==> src/rtl/cla_stream_accumulator.sv <==
`default_nettype none
// +--------------------------------------------------------------------------+
// | Module  : cla_stream_accumulator                                         |
// | Brief   : Streams a burst of 32-bit words through a carry-lookahead     |
// |           adder into a running total and counts adder carry-outs.       |
// | Options : CLA_ACC_SAT_EN - saturate the total on carry-out              |
// | Rev     : 1.0                                                            |
// +--------------------------------------------------------------------------+
module cla_stream_accumulator #(
  parameter int CNT_W = 8
) (
  input  logic             clk,
  input  logic             rst_n,
  input  logic             start,
  input  logic [CNT_W-1:0] len,
  input  logic             in_valid,
  output logic             in_ready,
  input  logic [31:0]      in_data,
  output logic             out_valid,
  input  logic             out_ready,
  output logic [31:0]      out_sum,
  output logic [CNT_W-1:0] carry_cnt,
  output logic             busy
);

  localparam logic [1:0] c_idle  = 2'd0;
  localparam logic [1:0] c_accum = 2'd1;
  localparam logic [1:0] c_done  = 2'd2;

  logic [1:0]       r_state;
  logic [1:0]       w_next_state;
  logic [31:0]      r_acc;
  logic [CNT_W-1:0] r_remaining;
  logic [CNT_W-1:0] r_carry_cnt;
  logic             w_beat;

  logic [31:0] w_g;
  logic [31:0] w_p;
  logic [31:0] w_c;
  logic [7:0]  w_grp_g;
  logic [7:0]  w_grp_p;
  logic [8:0]  w_gc;
  logic [31:0] w_sum;
  logic        w_cout;
  logic [31:0] w_acc_next;

  // Adder operands: running total plus incoming word, carry-in tied to zero.
  assign w_g = r_acc & in_data;
  assign w_p = r_acc ^ in_data;

  for (genvar i = 0; i < 8; i++) begin : g_grp
    assign w_grp_p[i] = &w_p[4*i +: 4];
    assign w_grp_g[i] = w_g[4*i+3]
                      | (w_p[4*i+3] & w_g[4*i+2])
                      | (w_p[4*i+3] & w_p[4*i+2] & w_g[4*i+1])
                      | (w_p[4*i+3] & w_p[4*i+2] & w_p[4*i+1] & w_g[4*i]);
  end

  // Group carries chain across nibbles; bit carries look ahead inside each nibble.
  always_comb begin
    w_gc = '0;
    w_c  = '0;
    for (int i = 0; i < 8; i++) begin
      w_c[4*i]   = w_gc[i];
      w_c[4*i+1] = w_g[4*i] | (w_p[4*i] & w_gc[i]);
      w_c[4*i+2] = w_g[4*i+1] | (w_p[4*i+1] & w_g[4*i])
                 | (w_p[4*i+1] & w_p[4*i] & w_gc[i]);
      w_c[4*i+3] = w_g[4*i+2] | (w_p[4*i+2] & w_g[4*i+1])
                 | (w_p[4*i+2] & w_p[4*i+1] & w_g[4*i])
                 | (w_p[4*i+2] & w_p[4*i+1] & w_p[4*i] & w_gc[i]);
      w_gc[i+1]  = w_grp_g[i] | (w_grp_p[i] & w_gc[i]);
    end
  end

  assign w_sum  = w_p ^ w_c;
  assign w_cout = w_gc[8];

`ifdef CLA_ACC_SAT_EN
  // Once saturated, any further nonzero word carries out again, so the total stays pinned.
  assign w_acc_next = w_cout ? 32'hFFFF_FFFF : w_sum;
`else
  assign w_acc_next = w_sum;
`endif

  assign w_beat = in_valid & in_ready;

  always_ff @(posedge clk) begin
    if (!rst_n) begin
      r_state <= c_idle;
    end else begin
      r_state <= w_next_state;
    end
  end

  always_comb begin
    w_next_state = r_state;
    case (r_state)
      c_idle: begin
        if (start) begin
          w_next_state = (len == '0) ? c_done : c_accum;
        end
      end
      c_accum: begin
        if (w_beat && (r_remaining == {{(CNT_W-1){1'b0}}, 1'b1})) begin
          w_next_state = c_done;
        end
      end
      c_done: begin
        if (out_ready) begin
          w_next_state = c_idle;
        end
      end
      default: w_next_state = c_idle;
    endcase
  end

  always_comb begin
    in_ready  = (r_state == c_accum);
    out_valid = (r_state == c_done);
    busy      = (r_state != c_idle);
  end

  always_ff @(posedge clk) begin
    if (!rst_n) begin
      r_acc       <= '0;
      r_remaining <= '0;
      r_carry_cnt <= '0;
    end else if ((r_state == c_idle) && start) begin
      r_acc       <= '0;
      r_carry_cnt <= '0;
      r_remaining <= len;
    end else if (w_beat) begin
      r_acc       <= w_acc_next;
      r_remaining <= r_remaining - {{(CNT_W-1){1'b0}}, 1'b1};
      if (w_cout && !(&r_carry_cnt)) begin
        r_carry_cnt <= r_carry_cnt + {{(CNT_W-1){1'b0}}, 1'b1};
      end
    end
  end

  assign out_sum   = r_acc;
  assign carry_cnt = r_carry_cnt;

endmodule
`default_nettype wire
==> config.mk <==
export PLATFORM = sky130hd
export DESIGN_NAME = cla_stream_accumulator
export DESIGN_NICKNAME = d
export VERILOG_FILES = /design/src/rtl/cla_stream_accumulator.sv
export SDC_FILE = /design/constraint.sdc
export NUM_CORES = 1
export LEC_CHECK = 0
export ABC_AREA = 0
export BUFFER_PORTS_ARGS = -buffer_cell sky130_fd_sc_hd__clkbuf_2
export CORE_MARGIN = 3
export CORE_UTILIZATION = 50
export DETAILED_ROUTE_END_ITERATION = 6
export HOLD_SLACK_MARGIN = 0.02
export PLACE_DENSITY_LB_ADDON = 0.3
export SLEW_MARGIN = 20
export SYNTH_ARGS = -nofsm -noshare
export SYNTH_HDL_FRONTEND = slang
export SYNTH_SLANG_ARGS = --single-unit
export TNS_END_PERCENT = 100
==> constraint.sdc <==
create_clock -name clk -period 9.92 [get_ports clk]
set_input_delay 1.984 -clock clk [delete_from_list [all_inputs] [get_ports clk]]
set_output_delay 1.984 -clock clk [all_outputs]
set_load 0.05 [all_outputs]
==> results of run 1 <==
[layout by cell type, fill, tap and decap left out, drive strengths merged, types with 5 or more instances in the layout]
master | netlist | final
o211ai | 6 | 6
nor2 | 35 | 35
a31oi | 5 | 5
a21o | 10 | 10
and3 | 8 | 8
fa | 8 | 8
clkbuf | 13 | 93
or3 | 7 | 7
nand2 | 54 | 54
a21oi | 43 | 43
o21ai | 22 | 22
nand3 | 22 | 22
nor3 | 9 | 9
dfxtp | 50 | 50
a211oi | 15 | 15
inv | 9 | 9
xnor2 | 18 | 18
ha | 35 | 35
[cell type report]
class,instances,area (µm²)
Fill cell,587,2460
Multi-Input combinational cell,343,2380
Sequential cell,50,1000
Timing Repair Buffer,91,465
Tap cell,93,116
Clock buffer,6,82.6
Inverter,10,37.5
Clock inverter,1,30.0
[registers in the layout, indices dropped and copies added (netlist names)]
name,cells
r_state,2
out_sum,32
r_remaining,8
carry_cnt,8
[where the power goes]
part	leakage (nW)	switching (mW)	internal, mW
Clock	0.0573	0.0660	0.0808
Sequential	0.406	0.0112	0.212
Combinational	1.43	0.108	0.0566
Total	1.89	0.185	0.350
[stage by stage]
stage | total power [mW] | worst slack, ps | hold WS (ps) | std cells
3_3_place_gp | 0.388 | 5210 | 459 | 587
6_report | 0.535 | 5430 | 475 | 594
5_1_grt | 0.566 | 5200 | 496 | 594
3_5_place_dp | 0.392 | 5130 | 466 | 587
2_1_floorplan | 0.351 | 5450 | 466 | 420
4_1_cts | 0.541 | 5440 | 478 | 594
[how the worst min path moves through the flow]
stage	startpoint	endpoint	slack (ps)	cells after the start
floorplan	r_remaining[4]$_SDFFE_PN0P_	r_remaining[4]$_SDFFE_PN0P_	470	2
global placement	out_sum[15]$_SDFFE_PP0P_	out_sum[15]$_SDFFE_PP0P_	460	2
detailed placement	out_sum[15]$_SDFFE_PP0P_	out_sum[15]$_SDFFE_PP0P_	470	2
CTS	out_sum[15]$_SDFFE_PP0P_	out_sum[15]$_SDFFE_PP0P_	480	2
global route	out_sum[6]$_SDFFE_PP0P_	out_sum[6]$_SDFFE_PP0P_	500	2
finish	out_sum[15]$_SDFFE_PP0P_	out_sum[15]$_SDFFE_PP0P_	470	2
[per-layer routing]
layer / track usage / share of wire / vias up
met1: 0.277 / 0.47 / 1492
met3: 0.0304 / 0.040 / 8
met2: 0.352 / 0.48 / 65
li1: - / - / 1689
met5: 0 / 0 / -
met4: 0.0460 / 0.0077 / 0
[kinds of logic (layout without fill, tap and decap cells)]
group,count (synthesis),in the layout,synth area share
fa+ha+maj,43,43,0.171
simple gates,160,160,0.226
xor+xnor,20,20,0.0502
compound gates,116,116,0.222
buf+inv,27,108,0.0323
flops,50,50,0.287
mux,4,4,0.0115
[worst min-delay path: cells and delay by family (launching register included)]
family | cells | cell delay, ps
AO/OA/AOI/OAI | 1 | 50
flip-flops | 1 | 330
AND/OR/NAND/NOR | 1 | 60
==> metrics.yaml, run 1 <==
route:
  wl_um: 8050
  post_drt_via_cell_ratio: 5.48
  ant_nets: 0
  routedWlPerCell_um: 13.6
  route.vias.total: 3254
  drt_pass1_iterations: 4
  post-route-drc-count: 0
  drtIter0Drc: 124
synth:
  synthMostInstantiatedCell: "sky130_fd_sc_hd__nand2_1"
  synth_top_area_frac: 0.287
  synth.top_cells.by_area: "sky130_fd_sc_hd__dfxtp_1 29%, sky130_fd_sc_hd__ha_1 13%, sky130_fd_sc_hd__a21oi_1 5.9%"
  synth_async_sr_flop_share: 0
  ys_seq_elements: 50
  mappedNetlistNets: 508
  synth.cells.most_frequent: "54 x sky130_fd_sc_hd__nand2_1, 50 x sky130_fd_sc_hd__dfxtp_1, 41 x sky130_fd_sc_hd__a21oi_1, 35 x sky130_fd_sc_hd__ha_1, 34 x sky130_fd_sc_hd__nor2_1"
  avgSynthCellArea_um2: 8.31
  synth_edf_count: 0
  synth.cell_area_um2: 3490
  count_of_mapped_cells_out_of_synthesis: 420
  synth_flop_cell: "sky130_fd_sc_hd__dfxtp_1"
  netlist-cell-type-count: 54
  synth_largest_area_cell: "sky130_fd_sc_hd__dfxtp_1"
  synth-seq-area-share: 0.287
  ys_warn_count: 0
global_route:
  grt_pass1_wl_um: 13400
  track_usage: 0.207
  antenna_violations_before_repair: 0
  pin_count_of_the_biggest_net_entering_global_routing: 46
  grt.overflow.total: 0
  first_global_vias: 3012
floorplanning:
  floorplan.die_area_um2: 8020
  top_level_ports: 88
  die_x_um: 89.5
  die_y_um: 89.5
  floorplan.core_area_um2: 6570
  floorplan.rows: 29
  initial_utilization: 0.531
worst_setup_path:
  crit-reg2reg-capture: "out_sum[29]$_SDFFE_PP0P_"
  crit_start: "in_data[17]"
  critical_path.top_delay_family: "compound AO/OA/AOI/OAI gates"
  worst_ep_arrival_time_ps: 4690
  r2r-start: "out_sum[7]$_SDFFE_PP0P_"
  regToRegSetupSlack_ps: 6850
  crit_top_cell: "sky130_fd_sc_hd__a21o_1"
  critical_path_peak_fanout: 5
  worst-path-buf-inv: 1
  worstPathRequired_ps: 10130
  path_cells: "clkbuf_2 -> ha_1 -> a21oi_1 -> o21ai_0 -> a221o_1 -> o21ai_1 -> a31oi_1 -> a21o_1 -> a21o_1 -> fa_1 -> xnor2_1 -> a211oi_1"
  worstSetupEndpoint: "out_sum[29]$_SDFFE_PP0P_"
  startpoint_type: "primary input"
  r2r_cells: 11
  crit_path_max_incr_delay_ps: 380
  endpoint_kind: "flop"
  critical_path_depth: 12
  timing.critical_path.slowest_stage_cell: "sky130_fd_sc_hd__fa_1"
  worst-setup-path-type: "in -> reg"
placed_design:
  post_dp_cell_area_um2: 4000
  port_buffers: 87
  dp.final_hpwl_um: 6120
  globalplace.congestion: 0.885
min_path:
  hold_path.class: "reg -> reg"
power:
  power.density_nw_per_um2: 130
  total_leakage_power_nw: 1.89
  max-vdd-ir-drop_mv: 0.0542
finish:
  post-route-cell-area_um2: 4110
  fin_nets: 589
  fraction_of_layout_instances_using_a_drive_strength_above_1: 0.222
  area_delta_synth_final_pct: 17.7
  finish.utilization: 0.626
  count_of_antenna_diodes_in_the_layout: 0
clock_tree:
  tritoncts.num_buffers: 5
  tritoncts: "built"
  post_cts_hold_buffer_count: 0
  cts_post_setup_buffers_inserted: 0
  ctsLongestPathBuffers: 2
  cts.repair.resized: 0
  insertion_delay_ps: 300
  max_h_tree_level: 2
  path_clk_slew_ps: 90
  cts.sink_count: 50
  cts.root.buffer_cell: "sky130_fd_sc_hd__clkbuf_8"
timing:
  maxSlewViolCount: 0
  slew-limit-headroom: 0.466
  final_min_period_over_clock_period: 0.452
  hold_viol_final: 0
  finClkSkew_ps: 7.31
  finalSetupTns_ps: 0
  timing.final.crit_period_ps: 4490
  setup_repair_after_global_routing_missed_its_margin: "no"
  max_freq_ghz: 0.223
  max_slew.worst_pin.slew_ps: 799
  setup_viol_count_final: 0
job:
  drv_cap: 0
outcome:
  outcome: "finished, final reports clean"
No activity file was read; power rests on OpenSTA's default activity.
==> run 2: changes to the inputs <==
Clock period 9.92 ns to 4.2 ns, I/O delays scaled along.
==> run 2 against run 1 <==
Critical path depth unchanged. Critical endpoint unchanged. Worst setup slack got worse by 4600 ps. Non-clock buffer count stayed put. Die area did not move. Global-route usage up 0.23 points. Register-to-register slack worse by 5800 ps. Combinational power grew 140%. Via count increased by 1.9%. Sequential power grew 140%. Sequential share of layout area up 0.16 points. Clock skew increased by 4.2 ps.
==> metrics.yaml, run 2 (same netlist as run 1, synthesis figures left out) <==
clock_tree:
  cts_post_setup_buffers_inserted: 0
  tritoncts.num_buffers: 5
  cts.root.buffer_cell: "sky130_fd_sc_hd__clkbuf_8"
  cts.sink_count: 50
  cts.repair.resized: 0
  tritoncts: "built"
  path_clk_slew_ps: 100
  ctsLongestPathBuffers: 2
  max_h_tree_level: 2
  insertion_delay_ps: 310
  post_cts_hold_buffer_count: 0
power:
  sw_frac_of_total: 0.374
  seq_power_share: 0.439
  total_leakage_power_nw: 1.88
  clkPwrFrac: 0.239
  power_report.internal_total_uw: 754
  totalPowerFinal_mw: 1.20
  power.density_nw_per_um2: 295
  switching_power_summed_over_all_nets_uw: 450
  max-vdd-ir-drop_mv: 0.143
  comb_power_share: 0.322
timing:
  final_min_period_over_clock_period: 0.800
  finClkSkew_ps: 11.5
  setup_viol_count_final: 0
  timing.final.crit_period_ps: 3360
  setup_repair_after_global_routing_missed_its_margin: "no"
  slew-limit-headroom: 0.531
  maxSlewViolCount: 0
  hold_viol_final: 0
  max_freq_ghz: 0.298
  max_slew.worst_pin.slew_ps: 702
  finalSetupTns_ps: 0
floorplanning:
  floorplan.core_area_um2: 6570
  die_x_um: 89.5
  initial_utilization: 0.531
  floorplan.die_area_um2: 8020
  die_y_um: 89.5
  top_level_ports: 88
  floorplan.rows: 29
route:
  post-route-drc-count: 0
  drt_pass1_iterations: 4
  drtIter0Drc: 87
  routedWlPerCell_um: 13.9
  wl_um: 8240
  post_drt_via_cell_ratio: 5.57
  ant_nets: 0
  route.vias.total: 3315
worst_setup_path:
  worst-setup-path-type: "in -> reg"
  worst_ep_arrival_time_ps: 3580
  timing.critical_path.slowest_stage_cell: "sky130_fd_sc_hd__a211oi_2"
  regToRegSetupSlack_ps: 1090
  critical_path_peak_fanout: 4
  critical_path.top_delay_family: "compound AO/OA/AOI/OAI gates"
  r2r-start: "out_sum[7]$_SDFFE_PP0P_"
  crit_path_max_incr_delay_ps: 400
  worst-path-buf-inv: 1
  crit_top_cell: "sky130_fd_sc_hd__a21o_1"
  endpoint_kind: "flop"
  r2r_cells: 11
  path_cells: "clkbuf_2 -> ha_1 -> a21oi_1 -> o21ai_1 -> a211oi_2 -> a2111o_1 -> a31oi_1 -> a21o_1 -> a21o_1 -> fa_1 -> xnor2_1 -> a211oi_1"
  crit_start: "in_data[7]"
  startpoint_type: "primary input"
  crit-reg2reg-capture: "out_sum[29]$_SDFFE_PP0P_"
  worstPathRequired_ps: 4420
finish:
  most_used_cells_in_the_layout_excluding_fill_and_tap_cells: "87 x sky130_fd_sc_hd__clkbuf_2, 54 x sky130_fd_sc_hd__nand2_1, 50 x sky130_fd_sc_hd__dfxtp_1"
  most_common_cell_after_layout_fill_and_taps_aside: "sky130_fd_sc_hd__clkbuf_2"
  area_of_the_multi_input_gates_um2: 2380
  layout.area.seq_um2: 1000
  area_delta_synth_final_pct: 17.0
  fill_cells: 599
  fin_nets: 589
  fraction_of_layout_instances_using_a_drive_strength_above_1: 0.221
  largest_register_ff_count: 32
  count_of_antenna_diodes_in_the_layout: 0
global_route:
  pin_count_of_the_biggest_net_entering_global_routing: 46
  grt.overflow.total: 0
  antenna_violations_before_repair: 0
  first_global_vias: 3089
  track_usage: 0.209
  grt_pass1_wl_um: 13400
min_path:
  hold_path.class: "reg -> reg"
  timing.hold.worst_path_depth: 2
  worstHoldEndpoint: "out_sum[0]$_SDFFE_PP0P_"
  startpoint_of_the_worst_hold_path: "out_sum[0]$_SDFFE_PP0P_"
job:
  drv_cap: 0
placed_design:
  port_buffers: 87
  dp.final_hpwl_um: 6250
  globalplace.congestion: 0.893
outcome:
  outcome: "finished, final reports clean"
[run 2: changes by cell type in the layout (fill, tap and decap cells not counted), sizes merged]
cell / before / now
bufinv: 1 / 0
clkinv: 1 / 3
[run 2: metrics by stage]
stage,worst slack (ps),cells,hold slack [ps],area [µm²],util
finish,839,595,482,4080,0.622
global route,662,595,504,4080,0.622
CTS,864,595,488,4080,0.622
detailed placement,580,587,470,4000,0.608
global placement,640,587,458,4000,0.608
floorplan,876,420,466,3490,-
[run 2: power groups by stage]
stage / registers [mW] / logic, mW / clock network, mW
3_3_place_gp: 0.537 / 0.378 / 0
5_1_grt: 0.533 / 0.428 / 0.312
2_1_floorplan: 0.585 / 0.243 / 0
3_5_place_dp: 0.539 / 0.386 / 0
4_1_cts: 0.528 / 0.389 / 0.294
6_report: 0.529 / 0.388 / 0.288
[run 2: layout make-up]
| class | count | area share |
|---|---|---|
| Sequential cell | 50 | 0.245 |
| Clock inverter | 2 | 0.00337 |
| Clock buffer | 6 | 0.0178 |
| Multi-Input combinational cell | 343 | 0.582 |
| Inverter | 10 | 0.00919 |
| Tap cell | 93 | 0.0285 |
| Timing Repair Buffer | 91 | 0.114 |
[run 2: worst max path at each step]
| stage | end | slack [ps] | cells past startpoint |
|---|---|---|---|
| floorplan | out_sum[29]$_SDFFE_PP0P_ | 880 | 11 |
| CTS | out_sum[29]$_SDFFE_PP0P_ | 860 | 12 |
| global route | out_sum[29]$_SDFFE_PP0P_ | 660 | 12 |
| detailed placement | out_sum[29]$_SDFFE_PP0P_ | 580 | 12 |
| global placement | out_sum[29]$_SDFFE_PP0P_ | 640 | 12 |
| finish | out_sum[29]$_SDFFE_PP0P_ | 840 | 12 |
[run 2: layer usage]
metal  track usage  wire [µm]  vias to the layer above
met5             0          0                        -
met4        0.0568        100                        0
met3        0.0350        346                       10
met2         0.360       4020                       80
met1         0.269       3770                     1539
li1              -          -                     1686
[run 2: worst min-delay path, stage by stage, from the launching register on]
cell,delay [ps]
sky130_fd_sc_hd__dfxtp_1,340
sky130_fd_sc_hd__nand2_1,60
sky130_fd_sc_hd__a21oi_1,50
